--- config.mk ---
export PLATFORM = sky130hd
export DESIGN_NAME = pc_fetch_gen_flat
export DESIGN_NICKNAME = d
export VERILOG_FILES = /design/src/rtl/pc_fetch_gen_pkg.sv /design/src/rtl/pc_fetch_gen_if.sv /design/src/rtl/pc_fetch_gen_arb.sv /design/src/rtl/pc_fetch_gen.sv /design/src/flat_wrapper.sv
export SDC_FILE = /design/constraint.sdc
export NUM_CORES = 1
export LEC_CHECK = 0
export ABC_CLOCK_PERIOD_IN_PS = 3660
export BUFFER_PORTS_ARGS = -buffer_cell sky130_fd_sc_hd__buf_2
export CAP_MARGIN = 20
export CELL_PAD_IN_SITES_DETAIL_PLACEMENT = 1
export CELL_PAD_IN_SITES_GLOBAL_PLACEMENT = 1
export CORE_AREA = 2 2 145 147
export DETAILED_ROUTE_END_ITERATION = 10
export DIE_AREA = 0 0 147 149
export GPL_ROUTABILITY_DRIVEN = 0
export PLACE_DENSITY = 0.82
export SETUP_SLACK_MARGIN = 0.3
export SLEW_MARGIN = 20
export SYNTH_ARGS = -nofsm -noshare
export SYNTH_HDL_FRONTEND = slang
export SYNTH_HIERARCHICAL = 1
export SYNTH_SLANG_ARGS = --single-unit
export TNS_END_PERCENT = 5
--- constraint.sdc ---
create_clock -name clk -period 3.66 [get_ports clk]
set_input_delay 0.183 -clock clk [delete_from_list [all_inputs] [get_ports clk]]
set_output_delay 0.183 -clock clk [all_outputs]
set_load 0.01 [all_outputs]
--- src/rtl/pc_fetch_gen_pkg.sv ---
// pc_gen_pkg -- shared definitions for the fetch PC generator.
//   PC_W     : width of every program counter value.
//   PC_INC   : sequential fetch increment (one 32-bit instruction).
//   state_e  : PC generator FSM states.
//   prio_e   : redirect source priority. The encoding is ordered, so a
//              numeric compare gives the winner (MEM is the oldest
//              instruction and the most authoritative).
//   align_pc : clears the two low bits of a redirect target.
package pc_gen_pkg;

    localparam int              PC_W   = 32;
    localparam logic [PC_W-1:0] PC_INC = 32'd4;

    typedef enum logic [1:0] {
        ST_RUN       = 2'd0,
        ST_HOLD      = 2'd1,
        ST_HOLD_PEND = 2'd2
    } state_e;

    typedef enum logic [1:0] {
        PRIO_NONE = 2'd0,
        PRIO_ID   = 2'd1,
        PRIO_EX   = 2'd2,
        PRIO_MEM  = 2'd3
    } prio_e;

    function automatic logic [PC_W-1:0] align_pc(input logic [PC_W-1:0] target);
        return {target[PC_W-1:2], 2'b00};
    endfunction

endpackage

--- src/rtl/pc_fetch_gen_if.sv ---
// pc_fetch_gen_if -- stall/redirect inputs and PC outputs of the fetch PC
// generator.
//   master : pipeline side; drives stall and redirects, observes the PC.
//   slave  : the PC generator itself.
interface pc_fetch_gen_if;
    import pc_gen_pkg::*;

    logic            stall_i;
    logic            redir_id_valid_i;
    logic [PC_W-1:0] redir_id_target_i;
    logic            redir_ex_valid_i;
    logic [PC_W-1:0] redir_ex_target_i;
    logic            redir_mem_valid_i;
    logic [PC_W-1:0] redir_mem_target_i;
    logic [PC_W-1:0] pc_o;
    logic [PC_W-1:0] pc_prev_o;
    logic            flush_o;
    logic            misalign_o;
    logic            stall_overflow_o;

    modport master (
        output stall_i,
        output redir_id_valid_i, redir_id_target_i,
        output redir_ex_valid_i, redir_ex_target_i,
        output redir_mem_valid_i, redir_mem_target_i,
        input  pc_o, pc_prev_o, flush_o, misalign_o, stall_overflow_o
    );

    modport slave (
        input  stall_i,
        input  redir_id_valid_i, redir_id_target_i,
        input  redir_ex_valid_i, redir_ex_target_i,
        input  redir_mem_valid_i, redir_mem_target_i,
        output pc_o, pc_prev_o, flush_o, misalign_o, stall_overflow_o
    );

endinterface

--- src/rtl/pc_fetch_gen_arb.sv ---
// pc_redirect_arb -- combinational redirect selector.
//   *_valid_i / *_target_i : ID, EX and MEM redirect requests.
//   target_o               : raw (unaligned) target of the winner.
//   prio_o                 : winning level, PRIO_NONE when nothing is valid.
// The oldest instruction (MEM) wins; losers are simply dropped.
module pc_redirect_arb
    import pc_gen_pkg::*;
(
    input  logic            id_valid_i,
    input  logic [PC_W-1:0] id_target_i,
    input  logic            ex_valid_i,
    input  logic [PC_W-1:0] ex_target_i,
    input  logic            mem_valid_i,
    input  logic [PC_W-1:0] mem_target_i,
    output logic [PC_W-1:0] target_o,
    output prio_e           prio_o
);

    always_comb begin
        target_o = '0;
        prio_o   = PRIO_NONE;
        if (mem_valid_i) begin
            target_o = mem_target_i;
            prio_o   = PRIO_MEM;
        end else if (ex_valid_i) begin
            target_o = ex_target_i;
            prio_o   = PRIO_EX;
        end else if (id_valid_i) begin
            target_o = id_target_i;
            prio_o   = PRIO_ID;
        end
    end

endmodule

--- src/rtl/pc_fetch_gen.sv ---
// pc_fetch_gen -- fetch program counter generator.
//   clk   : clock, rising edge.
//   reset : synchronous, active-low.
//   bus   : pc_fetch_gen_if.slave -- stall_i, three redirect valid/target
//           pairs in; pc_o, pc_prev_o, flush_o, misalign_o and the sticky
//           stall_overflow_o out. All outputs come straight from flops.
// Redirects seen during a stall are parked in a one-entry pending buffer and
// applied (with their flush/misalign pulse) in the release cycle.
module pc_fetch_gen
    import pc_gen_pkg::*;
#(
    parameter logic [31:0] RESET_PC  = 32'h0000_0000,
    parameter int          MAX_STALL = 3
) (
    input  logic           clk,
    input  logic           reset,
    pc_fetch_gen_if.slave  bus
);

    localparam int               CNT_W     = $clog2(MAX_STALL + 2);
    localparam logic [CNT_W-1:0] STALL_SAT = CNT_W'(MAX_STALL + 1);

    state_e            state_q, state_d;
    logic [PC_W-1:0]   pc_q, pc_d;
    logic [PC_W-1:0]   pc_prev_q, pc_prev_d;
    logic              flush_q, flush_d;
    logic              misalign_q, misalign_d;
    logic              overflow_q, overflow_d;
    logic [CNT_W-1:0]  stall_cnt_q, stall_cnt_d;
    logic [PC_W-1:0]   pend_target_q, pend_target_d;
    prio_e             pend_prio_q, pend_prio_d;
    logic              pend_mis_q, pend_mis_d;

    logic [PC_W-1:0]   arb_target;
    prio_e             arb_prio;
    logic              pend_valid;

    pc_redirect_arb u_arb (
        .id_valid_i   (bus.redir_id_valid_i),
        .id_target_i  (bus.redir_id_target_i),
        .ex_valid_i   (bus.redir_ex_valid_i),
        .ex_target_i  (bus.redir_ex_target_i),
        .mem_valid_i  (bus.redir_mem_valid_i),
        .mem_target_i (bus.redir_mem_target_i),
        .target_o     (arb_target),
        .prio_o       (arb_prio)
    );

    assign pend_valid = (state_q == ST_HOLD_PEND);

    always_comb begin
        state_d       = state_q;
        pc_d          = pc_q;
        pc_prev_d     = pc_prev_q;
        flush_d       = 1'b0;
        misalign_d    = 1'b0;
        overflow_d    = overflow_q;
        stall_cnt_d   = stall_cnt_q;
        pend_target_d = pend_target_q;
        pend_prio_d   = pend_prio_q;
        pend_mis_d    = pend_mis_q;

        if (bus.stall_i) begin
            if (stall_cnt_q != STALL_SAT) begin
                stall_cnt_d = stall_cnt_q + CNT_W'(1);
            end
            // Equal priority overwrites: the younger request of the same
            // level is the more recent redirect decision.
            if (arb_prio != PRIO_NONE && (!pend_valid || arb_prio >= pend_prio_q)) begin
                pend_target_d = align_pc(arb_target);
                pend_prio_d   = arb_prio;
                pend_mis_d    = |arb_target[1:0];
            end
            state_d = (pend_valid || arb_prio != PRIO_NONE) ? ST_HOLD_PEND : ST_HOLD;
        end else begin
            stall_cnt_d   = '0;
            state_d       = ST_RUN;
            pend_target_d = '0;
            pend_prio_d   = PRIO_NONE;
            pend_mis_d    = 1'b0;
            // Pending entry only beats a current request of strictly lower
            // priority; ties go to the current request.
            if (pend_valid && pend_prio_q > arb_prio) begin
                pc_d       = pend_target_q;
                flush_d    = 1'b1;
                misalign_d = pend_mis_q;
            end else if (arb_prio != PRIO_NONE) begin
                pc_d       = align_pc(arb_target);
                flush_d    = 1'b1;
                misalign_d = |arb_target[1:0];
            end else begin
                pc_d = pc_q + PC_INC;
            end
        end

        if (stall_cnt_d == STALL_SAT) begin
            overflow_d = 1'b1;
        end
        if (pc_d != pc_q) begin
            pc_prev_d = pc_q;
        end
    end

    always_ff @(posedge clk) begin
        if (!reset) begin
            state_q       <= ST_RUN;
            pc_q          <= RESET_PC;
            pc_prev_q     <= RESET_PC;
            flush_q       <= 1'b0;
            misalign_q    <= 1'b0;
            overflow_q    <= 1'b0;
            stall_cnt_q   <= '0;
            pend_target_q <= '0;
            pend_prio_q   <= PRIO_NONE;
            pend_mis_q    <= 1'b0;
        end else begin
            state_q       <= state_d;
            pc_q          <= pc_d;
            pc_prev_q     <= pc_prev_d;
            flush_q       <= flush_d;
            misalign_q    <= misalign_d;
            overflow_q    <= overflow_d;
            stall_cnt_q   <= stall_cnt_d;
            pend_target_q <= pend_target_d;
            pend_prio_q   <= pend_prio_d;
            pend_mis_q    <= pend_mis_d;
        end
    end

    assign bus.pc_o             = pc_q;
    assign bus.pc_prev_o        = pc_prev_q;
    assign bus.flush_o          = flush_q;
    assign bus.misalign_o       = misalign_q;
    assign bus.stall_overflow_o = overflow_q;

endmodule

--- src/flat_wrapper.sv ---
// flat-port wrapper written by rule: the top's interface ports become plain ports
module pc_fetch_gen_flat import pc_gen_pkg::*;
#(
    parameter logic [31:0] RESET_PC  = 32'h0000_0000,
    parameter int          MAX_STALL = 3
)
  (clk, reset, bus_stall_i, bus_redir_id_valid_i, bus_redir_id_target_i, bus_redir_ex_valid_i, bus_redir_ex_target_i, bus_redir_mem_valid_i, bus_redir_mem_target_i, bus_pc_o, bus_pc_prev_o, bus_flush_o, bus_misalign_o, bus_stall_overflow_o);
  pc_fetch_gen_if bus_i ();
  input  logic clk;
  input  logic reset;
  input wire logic [$bits(bus_i.stall_i)-1:0] bus_stall_i;
  input wire logic [$bits(bus_i.redir_id_valid_i)-1:0] bus_redir_id_valid_i;
  input wire logic [$bits(bus_i.redir_id_target_i)-1:0] bus_redir_id_target_i;
  input wire logic [$bits(bus_i.redir_ex_valid_i)-1:0] bus_redir_ex_valid_i;
  input wire logic [$bits(bus_i.redir_ex_target_i)-1:0] bus_redir_ex_target_i;
  input wire logic [$bits(bus_i.redir_mem_valid_i)-1:0] bus_redir_mem_valid_i;
  input wire logic [$bits(bus_i.redir_mem_target_i)-1:0] bus_redir_mem_target_i;
  output wire logic [$bits(bus_i.pc_o)-1:0] bus_pc_o;
  output wire logic [$bits(bus_i.pc_prev_o)-1:0] bus_pc_prev_o;
  output wire logic [$bits(bus_i.flush_o)-1:0] bus_flush_o;
  output wire logic [$bits(bus_i.misalign_o)-1:0] bus_misalign_o;
  output wire logic [$bits(bus_i.stall_overflow_o)-1:0] bus_stall_overflow_o;
  assign bus_i.stall_i = bus_stall_i;
  assign bus_i.redir_id_valid_i = bus_redir_id_valid_i;
  assign bus_i.redir_id_target_i = bus_redir_id_target_i;
  assign bus_i.redir_ex_valid_i = bus_redir_ex_valid_i;
  assign bus_i.redir_ex_target_i = bus_redir_ex_target_i;
  assign bus_i.redir_mem_valid_i = bus_redir_mem_valid_i;
  assign bus_i.redir_mem_target_i = bus_redir_mem_target_i;
  assign bus_pc_o = bus_i.pc_o;
  assign bus_pc_prev_o = bus_i.pc_prev_o;
  assign bus_flush_o = bus_i.flush_o;
  assign bus_misalign_o = bus_i.misalign_o;
  assign bus_stall_overflow_o = bus_i.stall_overflow_o;
  pc_fetch_gen #(.RESET_PC(RESET_PC), .MAX_STALL(MAX_STALL)) u_core (.clk(clk), .reset(reset), .bus(bus_i));
endmodule
Word level (Yosys, flattened, before mapping):

Cells that the tools add are included.

* add/sub/neg operators: 2
* $lt $le $gt $ge: 2
* equality and inequality tests: 4
* multiplexer cells: 16
* bitwise operators: 1
* reduce and logical (&&, ||, !) cells: 9

Operators with widths (count)
* $mux W32: 6
* $add A32 B3 Y32 const B: 1
* $ne A32 B32 Y1: 1
* $mux W2: 3
* $mux W3: 2
* $mux W1: 5
* $reduce_or A2 Y1: 2
* $add A3 B1 Y3 const B: 1
* $eq A3 B3 Y1 const B: 1
* $ne A3 B3 Y1 const B: 1
* $eq A2 B2 Y1 const B: 1
* $ge A2 B2 Y1: 1
* $gt A2 B2 Y1: 1
* $logic_and A1 B1 Y1: 2
* $logic_or A1 B1 Y1: 2
* $reduce_and A2 Y1: 1
* $reduce_bool A2 Y1: 1
* $logic_not A1 Y1: 1
* $not A1 Y1: 1

* bits in registers: 105
* bits of input ports: 102
* word-level logic and storage cells: 44

Longest topological paths before layout:

* word-level depth: 8
* depth in mapped cells: 18
* gate-level depth less buffers: 12

Cells and area by module:

Netlist, hierarchy kept.

By module, submodules not included
* pc_fetch_gen: instances 1, cells an instance 803, area an instance 6109.6 um^2, sequential area each 2102.0 um^2
* pc_redirect_arb: instances 1, cells an instance 149, area an instance 927.1 um^2, sequential area each 0.0 um^2

Worst setup path after synthesis:

Ideal clock, no wire load.

* kind: in2reg
* start: in bus_redir_ex_valid_i
* end: reg u_core.pc_prev_q[0] (netlist: u_core/bus.pc_prev_o[0])
* setup time: 72 ps
* arrival time: 3416 ps
* path slack: 172 ps
* cell stages on the path: 16
* path buffers: 4
* path through: buf_6 -> buf_4 -> or2_1 -> inv_1 -> ha_1 -> nand2_1 -> o211a_4 -> buf_6 -> mux2_4 -> a32oi_1 -> o211ai_1 -> nor4_1 -> nand4_1 -> nor4_4 -> buf_6 -> mux2i_1

* cells in the longest elaborated chain, start to end: 7
* elaborated cells on any way between the ends: 11

Ends and longest elaborated chain
* start: declaration: RTL line flat_wrapper.sv:14 `input wire logic [$bits(bus_i.redir_ex_valid_i)-1:0] bus_redir_ex_valid_i;`
* $mux W2 (*): RTL line pc_fetch_gen_arb.sv:25 `end else if (ex_valid_i) begin`
* $mux W2 (*): RTL line pc_fetch_gen_arb.sv:22 `if (mem_valid_i) begin`
* via u_core.arb_prio[1]: RTL line pc_fetch_gen.sv:35 `prio_e arb_prio;`
* $gt A2 B2 Y1 / $reduce_bool A2 Y1 (equally long branches): RTL line pc_fetch_gen.sv:83, pc_fetch_gen.sv:87
* $logic_and A1 B1 Y1 / $mux W32 (equally long branches): RTL line pc_fetch_gen.sv:83, pc_fetch_gen.sv:87
* $mux W32 (*): RTL line pc_fetch_gen.sv:83 `if (pend_valid && pend_prio_q > arb_prio) begin`
* $mux W32 (*): RTL line pc_fetch_gen.sv:63 `if (bus.stall_i) begin`
* $ne A32 B32 Y1 (*): RTL line pc_fetch_gen.sv:99 `if (pc_d != pc_q) begin`
* end signal: assignment: RTL line pc_fetch_gen.sv:119 `pc_prev_q <= pc_prev_d;`
* end: declaration: RTL line pc_fetch_gen.sv:25 `logic [PC_W-1:0] pc_prev_q, pc_prev_d;`

The timed path passes the listed nets; every way through them passes the cells marked *.
A chain may end at the register's enable or synchronous reset.

Worst setup path in the final report:

* start: reg u_core.pc_q[11] (netlist: u_core/bus.pc_o[11])
* end: reg u_core.pc_prev_q[0] (netlist: u_core/bus.pc_prev_o[0])

* cells in the longest elaborated chain, start to end: 5

Ends and longest elaborated chain
* start: declaration: RTL line pc_fetch_gen.sv:24 `logic [PC_W-1:0] pc_q, pc_d;`
* start signal: assignment: RTL line pc_fetch_gen.sv:118 `pc_q <= pc_d;`
* $add A32 B3 Y32: RTL line pc_fetch_gen.sv:92 `pc_d = pc_q + PC_INC;`
* $mux W32: RTL line pc_fetch_gen.sv:87 `end else if (arb_prio != PRIO_NONE) begin`
* $mux W32: RTL line pc_fetch_gen.sv:83
* $mux W32: RTL line pc_fetch_gen.sv:63
* $ne A32 B32 Y1 (*): RTL line pc_fetch_gen.sv:99

Every way passes the cells marked *; elsewhere a longest branch is shown, timed or not.

==> flow_summary_export.csv <==
group,metric,value,unit
global_route,grt_start_max_net_pins,61,
power_and_ir_drop,pwr_density_cell,351,mW/mm^2
floorplanning,coreArea,0.0206,sq mm
sta,rsz0062_at_grt,"true",
synth,synth-main-ff-cell,"dfxtp_1",
clock_tree,cts_tree,"yes",
power_and_ir_drop,leakagePower,3.64,nW
sta,period_share,0.951,
floorplanning,floorplan.initialDensity,0.342,
worst_setup_path,cp-end-kind,"register",
cells_and_area,syn_to_final_growth,26.6,%
sta,report.final.slew_viol_count,0,
worst_setup_path,crit_family,"compound AO/OA/AOI/OAI gates",
synth,synth_cell_types,73,
worst_setup_path,path_max_fanout,9,
outcome,status,"finished clean",
synth,synth.avg_cell_area,7.39,sq um
worst_setup_path,startpoint_type,"register",
global_route,grt_pass1_wl,43100,um
worst_setup_path,cp.depth,10,
worst_setup_path,required,3940,ps
sta,hold_ws,199,ps
drt,via_per_inst,5.83,
floorplanning,rows,53,
clock_tree,clock_sinks,105,
placement,io_buffers,168,
synth,synthArstFlopShare,0,
global_route,grt_use_total,0.248,
worst_setup_path,max_stage_delay,820,ps
drt,vias,8177,
drt,drt_iter0_markers,704,
cells_and_area,diodes,0,
floorplanning,num_io_pins,169,
worst_hold_path,holdPathStages,5,
sta,finalHoldViolations,0,
synth,ys_warn_count,6,
sta,max_slew.worst_pin.slew,876,ps
global_route,antenna_found_initial,0,
cells_and_area,drive_above_1_share,0.275,
clock_tree,postCtsHoldBufs,0,
flow_run,cap_violations,0,
worst_setup_path,cp_cell_sequence,"nand4_1, nor2_1, nand2_1, a2111oi_0, a211oi_1, a41oi_2, nor4_4, buf_6, clkbuf_16, mux2i_1",
clock_tree,clk_latency,370,ps
worst_setup_path,slowest_stage,"a2111oi_0",
global_route,overflow,0,
cells_and_area,final_util,0.433,
worst_hold_path,worst_hold_path_type,"primary input to register",
clock_tree,cts_buffers,9,
floorplanning,die_w,147,um
synth,syn_nets,1059,
sta,fin_worst_skew,9.79,ps
sta,max_freq,287,MHz
drt,post-route-drc-count,0,
synth,synth_edf_count,0,
placement,dp_hpwl,20200,um
drt,drt-total-wl,28700,um
drt,dr.pass1.iters,5,
global_route,grt_pass1_vias,7897,
floorplanning,die_h,149,um
synth,syn-instance-count,952,
sta,relSlewSlack,0.407,
synth,yosysSeqAreaShare,0.299,
worst_setup_path,critical_path_buf_inv_count,2,
drt,antenna_left,0,
drt,wl_per_cell,20.5,um
synth,syn-cell-area,0.00704,sq mm
power_and_ir_drop,ir_worst_vdd,0.000191,V
sta,setup_viol,0,
clock_tree,clkTransAtPathRegs,80,ps
clock_tree,root_buffer,"clkbuf_16",
worst_setup_path,crit_type,"register to register",
worst_setup_path,cp.arrival,3760,ps
synth,ys_ff_latch,105,
floorplanning,die-area,0.0219,sq mm
worst_setup_path,rr_worst_depth,10,
sta,min_period,3480,ps
cells_and_area,nNetsFinal,1229,
clock_tree,htreeDepth,3,
clock_tree,cts_buffer_depth,2,
[through the flow]
step           setup WS, ps  instance area [sq um]  std cells  total power [mW]  setup TNS (ps)
2_1_floorplan           272                   7070        952              1.75               0
3_3_place_gp           45.0                   8170       1357              2.02               0
3_5_place_dp           -109                   8170       1357              2.04           -2260
4_1_cts                 289                   8660       1387              3.09               0
5_1_grt                 159                   8910       1402              3.25               0
6_report                180                   8910       1402              3.12               0
[worst paths after layout]
kind | startpoint | to | slack (ps)
worst min-delay path | bus_redir_id_target_i[28] | u_core/pend_target_q[28] | 200
worst max-delay path | u_core/bus.pc_o[11] | u_core/bus.pc_prev_o[0] | 180
worst min register to register | u_core/pend_prio_q[0] | u_core/pend_prio_q[0] | 460
worst max register to register | u_core/bus.pc_o[11] | u_core/bus.pc_prev_o[0] | 180
[synthesized netlist by cell type (4+ instances only)]
cell / instances / area (sq um)
a211oi_1: 12 / 90.1
a21oi_1: 132 / 661
a21oi_2: 4 / 35.0
a22oi_1: 4 / 30.0
a311oi_1: 6 / 52.6
a31oi_1: 10 / 62.6
a41oi_1: 5 / 43.8
and3_1: 12 / 75.1
buf_1: 8 / 30.0
buf_2: 17 / 85.1
buf_4: 9 / 67.6
buf_6: 11 / 124
clkbuf_1: 41 / 154
dfxtp_1: 105 / 2100
ha_1: 5 / 62.6
inv_1: 21 / 78.8
mux2i_1: 47 / 470
nand2_1: 173 / 649
nand2b_1: 13 / 81.3
nand3_1: 21 / 105
nand3b_1: 33 / 248
nand4_1: 17 / 106
nor2_1: 50 / 188
nor2b_1: 39 / 244
nor3_1: 17 / 85.1
nor4_1: 10 / 62.6
o2111ai_1: 5 / 43.8
o211ai_1: 8 / 60.1
o21a_1: 4 / 30.0
o21ai_0: 33 / 165
o221a_2: 4 / 45.0
o22ai_1: 5 / 31.3
or3_1: 5 / 31.3
xnor2_1: 4 / 35.0
[registers in the layout, indices dropped and copies added (netlist names), 2 cells and up]
name and flops:
u_core/pend_prio_q 2, u_core/stall_cnt_q 3, u_core/state_q 2, u_core/pend_target_q 30, u_core/bus.pc_prev_o 32, u_core/bus.pc_o 32
[cell usage in the layout, fill, tap and decap left out, types with 5 or more instances in the layout]
| cell type | synthesis | routed |
|---|---|---|
| a211oi_1 | 12 | 11 |
| a21oi_1 | 132 | 132 |
| a311oi_1 | 6 | 6 |
| a31oi_1 | 10 | 10 |
| and3_1 | 12 | 12 |
| buf_12 | 0 | 5 |
| buf_2 | 17 | 168 |
| buf_4 | 9 | 66 |
| buf_6 | 11 | 5 |
| clkbuf_16 | 0 | 11 |
| dfxtp_1 | 105 | 101 |
| inv_1 | 21 | 21 |
| mux2i_1 | 47 | 44 |
| nand2_1 | 173 | 171 |
| nand2b_1 | 13 | 13 |
| nand3_1 | 21 | 20 |
| nand3b_1 | 33 | 33 |
| nand4_1 | 17 | 17 |
| nor2_1 | 50 | 49 |
| nor2b_1 | 39 | 39 |
| nor3_1 | 17 | 17 |
| nor4_1 | 10 | 8 |
| o2111ai_1 | 5 | 5 |
| o211ai_1 | 8 | 8 |
| o21ai_0 | 33 | 32 |
| o22ai_1 | 5 | 5 |
| or3_1 | 5 | 5 |
[per-layer routing]
layer	share of wire	routed length [um]	GRT usage	up-vias
met5	0	0	0	-
met4	0.027	788	0.0740	0
met3	0.088	2530	0.0523	74
met2	0.46	13100	0.404	450
met1	0.43	12300	0.331	3920
li1	-	-	-	3733
[cell type report]
cell class	count	area (sq um)
fillers	2632	11600
repair buffers	248	1590
well taps	275	344
inverters	21	78.8
clock inverters	6	72.6
flip-flops and latches	105	2110
multi-input cells	737	4480
clock buffers	10	239
[repair_timing]
| item | CTS | global route |
|---|---|---|
| gates cloned | 1 | 2 |
| pin swaps | 7 | 14 |
| gates resized for setup | 7 | 27 |
| endpoints found under the setup margin | 32 | 32 |
| buffers inserted | 13 | 13 |
[cells by family after synthesis]
logic type / count (synthesis) / share of synthesized area
AO/OA/AOI/OAI: 266 / 0.238
XOR/XNOR: 6 / 0.00747
adder cells (fa/ha/maj): 5 / 0.00889
buffers and inverters: 110 / 0.0805
flip-flops: 105 / 0.299
multiplexers: 52 / 0.0754
AND/OR/NAND/NOR: 408 / 0.291
[where the power goes]
group	internal [mW]	switching [mW]	leakage [nW]
Clock	0.557	0.479	0.150
Sequential	1.21	0.0913	0.864
Combinational	0.325	0.460	2.63
Total	2.09	1.03	3.64
[worst min-delay path, cell delays in order]
cell and delay (ps):
buf_2 100, nand3b_1 60, a21oi_1 70, nand2_1 60, a21oi_1 50
Power figures use the tool's default switching activity.
